$ cat config.mk
export PLATFORM = sky130hd
export DESIGN_NAME = addsub_acc_unit_flat
export DESIGN_NICKNAME = d
export VERILOG_FILES = /design/src/rtl/addsub_acc_unit_if.sv /design/src/rtl/addsub_acc_unit.sv /design/src/flat_wrapper.sv
export SDC_FILE = /design/constraint.sdc
export NUM_CORES = 1
export LEC_CHECK = 0
export BUFFER_PORTS_ARGS = -buffer_cell sky130_fd_sc_hd__buf_2
export CORE_UTILIZATION = 30
export DETAILED_ROUTE_END_ITERATION = 10
export HOLD_SLACK_MARGIN = 0.12
export REMOVE_ABC_BUFFERS = 1
export SLEW_MARGIN = 25
export SYNTH_ARGS = -nofsm -noshare
export SYNTH_HDL_FRONTEND = slang
export SYNTH_SLANG_ARGS = --single-unit
$ cat constraint.sdc
create_clock -name clk -period 4.3 [get_ports clk]
set_clock_uncertainty 0.15 [all_clocks]
set_input_delay 0.645 -clock clk [delete_from_list [all_inputs] [get_ports clk]]
set_output_delay 0.645 -clock clk [all_outputs]
set_load 0.01 [all_outputs]
$ cat src/rtl/addsub_acc_unit_if.sv
// Operand/result handshake bundle for addsub_acc_unit.
// The slave side is the unit itself. The master side is the operand source
// together with the result consumer.
interface addsub_acc_unit_if #(
  parameter int WIDTH = 8,
  parameter int CNT_W = 16
);
  logic             in_valid;
  logic             in_ready;
  logic [WIDTH-1:0] x;
  logic [WIDTH-1:0] n;
  logic [1:0]       op;
  logic             clr;
  logic             out_valid;
  logic             out_ready;
  logic [WIDTH-1:0] f;
  logic             co;
  logic             ovf;
  logic [CNT_W-1:0] op_cnt;

  modport slave (
    input  in_valid, x, n, op, clr, out_ready,
    output in_ready, out_valid, f, co, ovf, op_cnt
  );

  modport master (
    output in_valid, x, n, op, clr, out_ready,
    input  in_ready, out_valid, f, co, ovf, op_cnt
  );
endinterface

$ cat src/rtl/addsub_acc_unit.sv
// Registered add/subtract unit with an accumulator and valid/ready on both sides.
// F = A +/- B. The direction comes from the op code, or from x[0] in legacy
// and accumulate modes. The unit keeps a one-deep output register and a
// saturating count of accepted beats.
module addsub_acc_unit #(
  parameter int WIDTH = 8,
  parameter int CNT_W = 16
) (
  input  logic              clk,
  input  logic              rst_n,
  addsub_acc_unit_if.slave  bus
);

  typedef struct packed {
    logic [WIDTH-1:0] f;
    logic             co;
    logic             ovf;
  } res_t;

  localparam logic [WIDTH-1:0] LO_CIN_PAD = '0;
  localparam logic [CNT_W-1:0] CNT_ONE    = {{(CNT_W-1){1'b0}}, 1'b1};
  localparam logic [CNT_W-1:0] CNT_MAX    = '1;

  logic             in_ready;
  logic             accept;
  logic             is_acc;
  logic             is_sub;
  logic [WIDTH-1:0] a_op;
  logic [WIDTH-1:0] b_op;
  logic [WIDTH-1:0] lo_sum;
  logic             c_msb;
  logic [1:0]       hi_sum;
  res_t             res_d, res_q;
  logic             out_valid_d, out_valid_q;
  logic [WIDTH-1:0] acc_d, acc_q;
  logic [CNT_W-1:0] op_cnt_d, op_cnt_q;

  // A new beat can enter when the output slot is empty or is being drained this cycle.
  assign in_ready = !out_valid_q || bus.out_ready;
  assign accept   = bus.in_valid && in_ready;

  // Operand selection and a split adder.
  // The low WIDTH-1 bits give the carry into the MSB. The MSB stage gives the
  // carry out. Overflow is the XOR of those two carries.
  always_comb begin
    is_acc = (bus.op == 2'b11);
    is_sub = (bus.op == 2'b10) || (((bus.op == 2'b00) || is_acc) && bus.x[0]);
    a_op   = is_acc ? (bus.clr ? '0 : acc_q) : bus.x;
    b_op   = is_sub ? ~bus.n : bus.n;
    lo_sum = {1'b0, a_op[WIDTH-2:0]} + {1'b0, b_op[WIDTH-2:0]}
           + {LO_CIN_PAD[WIDTH-1:1], is_sub};
    c_msb  = lo_sum[WIDTH-1];
    hi_sum = {1'b0, a_op[WIDTH-1]} + {1'b0, b_op[WIDTH-1]} + {1'b0, c_msb};
    res_d.f   = {hi_sum[0], lo_sum[WIDTH-2:0]};
    res_d.co  = hi_sum[1];
    res_d.ovf = hi_sum[1] ^ c_msb;
  end

  // Next state for the output slot, the accumulator and the saturating counter.
  always_comb begin
    out_valid_d = accept || (out_valid_q && !bus.out_ready);
    acc_d       = acc_q;
    op_cnt_d    = op_cnt_q;
    if (accept && is_acc) begin
      acc_d = res_d.f;  // when clr is also set, a_op was already forced to zero
    end else if (bus.clr) begin
      acc_d = '0;
    end
    if (accept && (op_cnt_q != CNT_MAX)) begin
      op_cnt_d = op_cnt_q + CNT_ONE;
    end
  end

  // State registers. The result is loaded only on accept, so it holds while
  // the consumer stalls and also after the result is drained.
  always_ff @(posedge clk or negedge rst_n) begin
    if (!rst_n) begin
      out_valid_q <= 1'b0;
      res_q       <= '0;
      acc_q       <= '0;
      op_cnt_q    <= '0;
    end else begin
      out_valid_q <= out_valid_d;
      acc_q       <= acc_d;
      op_cnt_q    <= op_cnt_d;
      if (accept) res_q <= res_d;
    end
  end

  assign bus.in_ready  = in_ready;
  assign bus.out_valid = out_valid_q;
  assign bus.f         = res_q.f;
  assign bus.co        = res_q.co;
  assign bus.ovf       = res_q.ovf;
  assign bus.op_cnt    = op_cnt_q;

endmodule

$ cat src/flat_wrapper.sv
// flat-port wrapper written by rule: the top's interface ports become plain ports
module addsub_acc_unit_flat 
#(
  parameter int WIDTH = 8,
  parameter int CNT_W = 16
)
  (clk, rst_n, bus_in_valid, bus_x, bus_n, bus_op, bus_clr, bus_out_ready, bus_in_ready, bus_out_valid, bus_f, bus_co, bus_ovf, bus_op_cnt);
  addsub_acc_unit_if #(.WIDTH(WIDTH), .CNT_W(CNT_W)) bus_i ();
  input  logic clk;
  input  logic rst_n;
  input wire logic [$bits(bus_i.in_valid)-1:0] bus_in_valid;
  input wire logic [$bits(bus_i.x)-1:0] bus_x;
  input wire logic [$bits(bus_i.n)-1:0] bus_n;
  input wire logic [$bits(bus_i.op)-1:0] bus_op;
  input wire logic [$bits(bus_i.clr)-1:0] bus_clr;
  input wire logic [$bits(bus_i.out_ready)-1:0] bus_out_ready;
  output wire logic [$bits(bus_i.in_ready)-1:0] bus_in_ready;
  output wire logic [$bits(bus_i.out_valid)-1:0] bus_out_valid;
  output wire logic [$bits(bus_i.f)-1:0] bus_f;
  output wire logic [$bits(bus_i.co)-1:0] bus_co;
  output wire logic [$bits(bus_i.ovf)-1:0] bus_ovf;
  output wire logic [$bits(bus_i.op_cnt)-1:0] bus_op_cnt;
  assign bus_i.in_valid = bus_in_valid;
  assign bus_i.x = bus_x;
  assign bus_i.n = bus_n;
  assign bus_i.op = bus_op;
  assign bus_i.clr = bus_clr;
  assign bus_i.out_ready = bus_out_ready;
  assign bus_in_ready = bus_i.in_ready;
  assign bus_out_valid = bus_i.out_valid;
  assign bus_f = bus_i.f;
  assign bus_co = bus_i.co;
  assign bus_ovf = bus_i.ovf;
  assign bus_op_cnt = bus_i.op_cnt;
  addsub_acc_unit #(.WIDTH(WIDTH), .CNT_W(CNT_W)) u_core (.clk(clk), .rst_n(rst_n), .bus(bus_i));
endmodule
==> metrics.txt <==
# TYPE chip_impl_metric gauge
chip_impl_metric{name="slew_headroom",unit="%"} 46.1
chip_impl_metric{name="avgSynthCellArea",unit="um^2"} 9.97
chip_impl_info{name="synth_top_family_by_area",value="simple AND/OR/NAND/NOR gates"} 1
chip_impl_metric{name="depth_of_the_cts_h_tree",unit=""} 2
chip_impl_info{name="r2r-end",value="u_core.bus.ovf"} 1
chip_impl_metric{name="rows",unit=""} 29
chip_impl_metric{name="layout.cell_area.non_filler",unit="um^2"} 2460
chip_impl_metric{name="detail_route.iter0.violations",unit=""} 39
chip_impl_metric{name="critical_path.max_fanout",unit=""} 7
chip_impl_metric{name="maxClockFrequency",unit="MHz"} 275
chip_impl_metric{name="yosys_warnings",unit=""} 0
chip_impl_metric{name="synth_enable_flop_cells",unit=""} 0
chip_impl_metric{name="worst_pin_slew",unit="ns"} 0.809
chip_impl_metric{name="synthesized_area_fraction_occupied_by_adder_cells",unit="%"} 7.54
chip_impl_metric{name="slew_violations",unit=""} 0
chip_impl_metric{name="netlist_instances",unit=""} 203
chip_impl_metric{name="synthDistinctLibCells",unit=""} 36
chip_impl_info{name="synth-main-ff-cell",value="sky130_fd_sc_hd__dfrtp_1"} 1
chip_impl_metric{name="final-hold-violation-count",unit=""} 0
chip_impl_metric{name="grt_overflow",unit=""} 0
chip_impl_info{name="synth_top_cell_by_area",value="sky130_fd_sc_hd__dfrtp_1"} 1
chip_impl_metric{name="clkSlewWorstSetupHoldPaths",unit="ns"} 0.08
chip_impl_metric{name="floorplan.io_pins",unit=""} 51
chip_impl_metric{name="final.fill_count",unit=""} 651
chip_impl_metric{name="setup-violations-final",unit=""} 0
chip_impl_metric{name="clkLatencyLatePin",unit="ns"} 0.29
chip_impl_metric{name="ys_async_sr_fraction",unit="%"} 100
chip_impl_metric{name="grtUsageTotal",unit="%"} 14.6
chip_impl_metric{name="worst-r2r-setup-slack",unit="ns"} 1.33
chip_impl_info{name="crit_path_start_kind",value="input pin"} 1
chip_impl_info{name="post-synth-top-count-cell",value="sky130_fd_sc_hd__dfrtp_1"} 1
chip_impl_info{name="r2r-start",value="u_core.acc_q[3]"} 1
chip_impl_metric{name="route.vias.total",unit=""} 1596
chip_impl_metric{name="detailed_place.area",unit="um^2"} 2350
chip_impl_metric{name="setup-tns-final",unit="ns"} 0
chip_impl_metric{name="detail_route.drc_violations",unit=""} 4
chip_impl_info{name="worstHoldPathType",value="in -> async"} 1
chip_impl_info{name="violations",value="design-rule violations"} 1
chip_impl_info{name="outcome",value="finished, violations left"} 1
chip_impl_metric{name="num-nets-final",unit=""} 289
chip_impl_metric{name="area_growth",unit="%"} 21.6
chip_impl_metric{name="synthMuxAreaShare",unit="%"} 4.94
chip_impl_metric{name="synth_simple_gate_area_share",unit="%"} 18.9
chip_impl_metric{name="peakVddDrop",unit="mV"} 0.201
chip_impl_metric{name="crit_path_max_incr_delay",unit="ns"} 0.53
chip_impl_info{name="clockRootBuffer",value="sky130_fd_sc_hd__clkbuf_8"} 1
chip_impl_metric{name="initial_core_utilization",unit="%"} 31.5
chip_impl_metric{name="worstRegToRegCells",unit=""} 9
chip_impl_metric{name="die_y",unit="um"} 84.1
chip_impl_info{name="cp_cell_sequence",value="buf_2 -> inv_1 -> ha_1 -> a21oi_2 -> xnor2_1 -> ha_1 -> a21oi_1 -> a31oi_1 -> a21oi_1 -> fa_1 -> or4_1 -> nand3_1"} 1
chip_impl_metric{name="place_hpwl",unit="um"} 3440
chip_impl_metric{name="grt_max_degree",unit=""} 36
chip_impl_metric{name="wirelength",unit="um"} 4590
chip_impl_info{name="ranking_of_synthesized_cells_by_instance_count",value="sky130_fd_sc_hd__dfrtp_1 (35), sky130_fd_sc_hd__nand2_1 (24), sky130_fd_sc_hd__xnor2_1 (17)"} 1
chip_impl_metric{name="numClockSinks",unit=""} 35
chip_impl_metric{name="ys_seq_area_share",unit="%"} 43.3
chip_impl_metric{name="grt_pass1_vias",unit=""} 1661
chip_impl_info{name="synth_top_cells_by_area",value="sky130_fd_sc_hd__dfrtp_1 (43%), sky130_fd_sc_hd__xnor2_1 (7.4%), sky130_fd_sc_hd__ha_1 (5.6%)"} 1
chip_impl_info{name="cpMaxStageDelayCell",value="sky130_fd_sc_hd__or4_1"} 1
chip_impl_metric{name="cts_hold_buf",unit=""} 0
chip_impl_metric{name="clk_path_buf_depth",unit=""} 2
chip_impl_metric{name="post_route_cells_drive_above_1_share",unit="%"} 27.3
chip_impl_metric{name="postCtsResizedCells",unit=""} 0
chip_impl_metric{name="yosys_register_bits",unit=""} 35
chip_impl_info{name="crit_path_end_kind",value="register"} 1
chip_impl_metric{name="post_synth_xor_area_fraction",unit="%"} 12.5
chip_impl_metric{name="share_of_the_clock_period_used_by_the_worst_path",unit="%"} 84.6
chip_impl_metric{name="core_ar",unit="um^2"} 6420
chip_impl_metric{name="die_area",unit="um^2"} 7080
chip_impl_metric{name="global_route_wire_length_before_repair",unit="um"} 8070
chip_impl_metric{name="pwr_density_cell",unit="nW/um^2"} 444
chip_impl_metric{name="route.detailed.vias_per_inst",unit=""} 4.79
chip_impl_metric{name="antenna_found_initial",unit=""} 0
chip_impl_metric{name="first_pass_iters",unit=""} 7
chip_impl_metric{name="tritoncts.num_buffers",unit=""} 5
chip_impl_metric{name="yosys.area.top_type_share",unit="%"} 43.3
chip_impl_metric{name="gp_routability_congestion",unit=""} 0.793
chip_impl_metric{name="data_arrival_time_of_the_critical_path",unit="ns"} 3.72
chip_impl_metric{name="layoutNonFillerInstCount",unit=""} 333
chip_impl_metric{name="drv.max_cap_violation_count",unit=""} 0
chip_impl_metric{name="port_buffers",unit=""} 50
chip_impl_metric{name="detail_route.wl_per_cell",unit="um"} 13.8
chip_impl_info{name="kind_of_critical_path",value="in -> reg"} 1
chip_impl_metric{name="synth-compound-area-share",unit="%"} 10.0
chip_impl_metric{name="n_antenna_cell",unit=""} 0
chip_impl_metric{name="worstPathRequired",unit="ns"} 4.38
chip_impl_metric{name="dp.cells",unit=""} 325
chip_impl_info{name="cts_tree",value="built"} 1
chip_impl_metric{name="cts_setup_buffers",unit=""} 0
chip_impl_metric{name="die_width",unit="um"} 84.1
chip_impl_metric{name="synth.cell_area",unit="um^2"} 2020
chip_impl_metric{name="leakage",unit="nW"} 1.22
chip_impl_info{name="rsz_0062_raised_after_global_routing",value="false"} 1
chip_impl_metric{name="ant_nets",unit=""} 0
chip_impl_metric{name="period_minus_slack",unit="ns"} 3.64
## kinds of logic after synthesis
family / count (synthesis)
flip-flops: 35
AO/OA/AOI/OAI: 34
multiplexers: 9
buffers and inverters: 14
adder cells (fa/ha/maj): 11
XOR/XNOR: 29
AND/OR/NAND/NOR: 71
## sequential cells by signal (all words and copies together) (netlist names)
signal                flops
u_core.bus.ovf            1
u_core.acc_q              8
u_core.bus.f              8
u_core.bus.op_cnt        16
u_core.bus.co             1
u_core.bus.out_valid      1
## per-stage QoR
step	util, %	hold WS (ns)	total power, mW	worst slack (ns)
5_1_grt	38.3	0.359	1.17	0.459
6_report	38.3	0.285	1.09	0.661
3_5_place_dp	36.6	0.315	0.799	0.335
3_3_place_gp	36.6	0.306	0.791	0.458
4_1_cts	38.3	0.313	1.10	0.653
2_1_floorplan	-	0.199	0.666	0.749
## routing by layer
metal	GRT usage [%]	vias up	wire length (um)
met5	0	-	0
met4	6.43	0	86
met3	3.64	10	186
met2	23.1	40	2130
met1	19.1	743	2190
li1	-	803	-
## area by class of cell
| class | instances | area, um^2 | area share (%) |
|---|---|---|---|
| clock buffer | 5 | 68.8 | 2.80 |
| clock inverter | 3 | 43.8 | 1.78 |
| inverter | 9 | 33.8 | 1.37 |
| multi-input combinational | 154 | 1090 | 44.4 |
| sequential | 35 | 876 | 35.6 |
| tap | 77 | 96.3 | 3.91 |
| timing repair buffer | 50 | 250 | 10.2 |
## worst max path at each step
stage | cells after the start | slack, ns | from | end
after global routing | 13 | 0.46 | bus_op[0] | u_core.bus.ovf
final | 12 | 0.66 | bus_op[0] | u_core.bus.ovf
after CTS | 12 | 0.65 | bus_op[0] | u_core.bus.ovf
after floorplan | 12 | 0.75 | bus_op[0] | u_core.bus.ovf
after global placement | 12 | 0.46 | bus_op[0] | u_core.bus.ovf
after detailed placement | 12 | 0.34 | bus_op[0] | u_core.bus.ovf
## cell usage in the layout, fill, tap and decap left out, types with 2 or more instances in the layout
cell and count:
sky130_fd_sc_hd__clkbuf_8 5, sky130_fd_sc_hd__xor2_1 12, sky130_fd_sc_hd__dfrtp_1 35, sky130_fd_sc_hd__nor3_1 6
sky130_fd_sc_hd__nand3b_1 7, sky130_fd_sc_hd__and2_1 2, sky130_fd_sc_hd__a21oi_1 7, sky130_fd_sc_hd__nand2b_1 3
sky130_fd_sc_hd__and4_1 2, sky130_fd_sc_hd__buf_2 50, sky130_fd_sc_hd__nand4_1 3, sky130_fd_sc_hd__nor2b_1 6
sky130_fd_sc_hd__ha_1 9, sky130_fd_sc_hd__nor2_1 3, sky130_fd_sc_hd__nand2_1 24, sky130_fd_sc_hd__a31oi_1 2
sky130_fd_sc_hd__xnor2_1 17, sky130_fd_sc_hd__a21oi_2 2, sky130_fd_sc_hd__o21ai_0 16, sky130_fd_sc_hd__and3_1 5
sky130_fd_sc_hd__mux2_2 8, sky130_fd_sc_hd__fa_1 2, sky130_fd_sc_hd__inv_1 9, sky130_fd_sc_hd__o211ai_1 2
sky130_fd_sc_hd__nand3_1 6
## critical path, delay by kind of cell
family	cells	cell delay, ns
XOR/XNOR	1	0.12
AND/OR/NAND/NOR	2	0.62
AO/OA/AOI/OAI	4	1.04
buffers and inverters	2	0.13
adder cells (fa/ha/maj)	3	1.17
## power by group
group          total (mW)  switching, mW  internal [mW]  leakage [nW]
registers           0.455         0.0561          0.399         0.454
logic               0.336          0.183          0.153         0.703
clock network       0.300          0.128          0.173        0.0581
total                1.09          0.367          0.725          1.22
(Power assumes the default switching activity.)
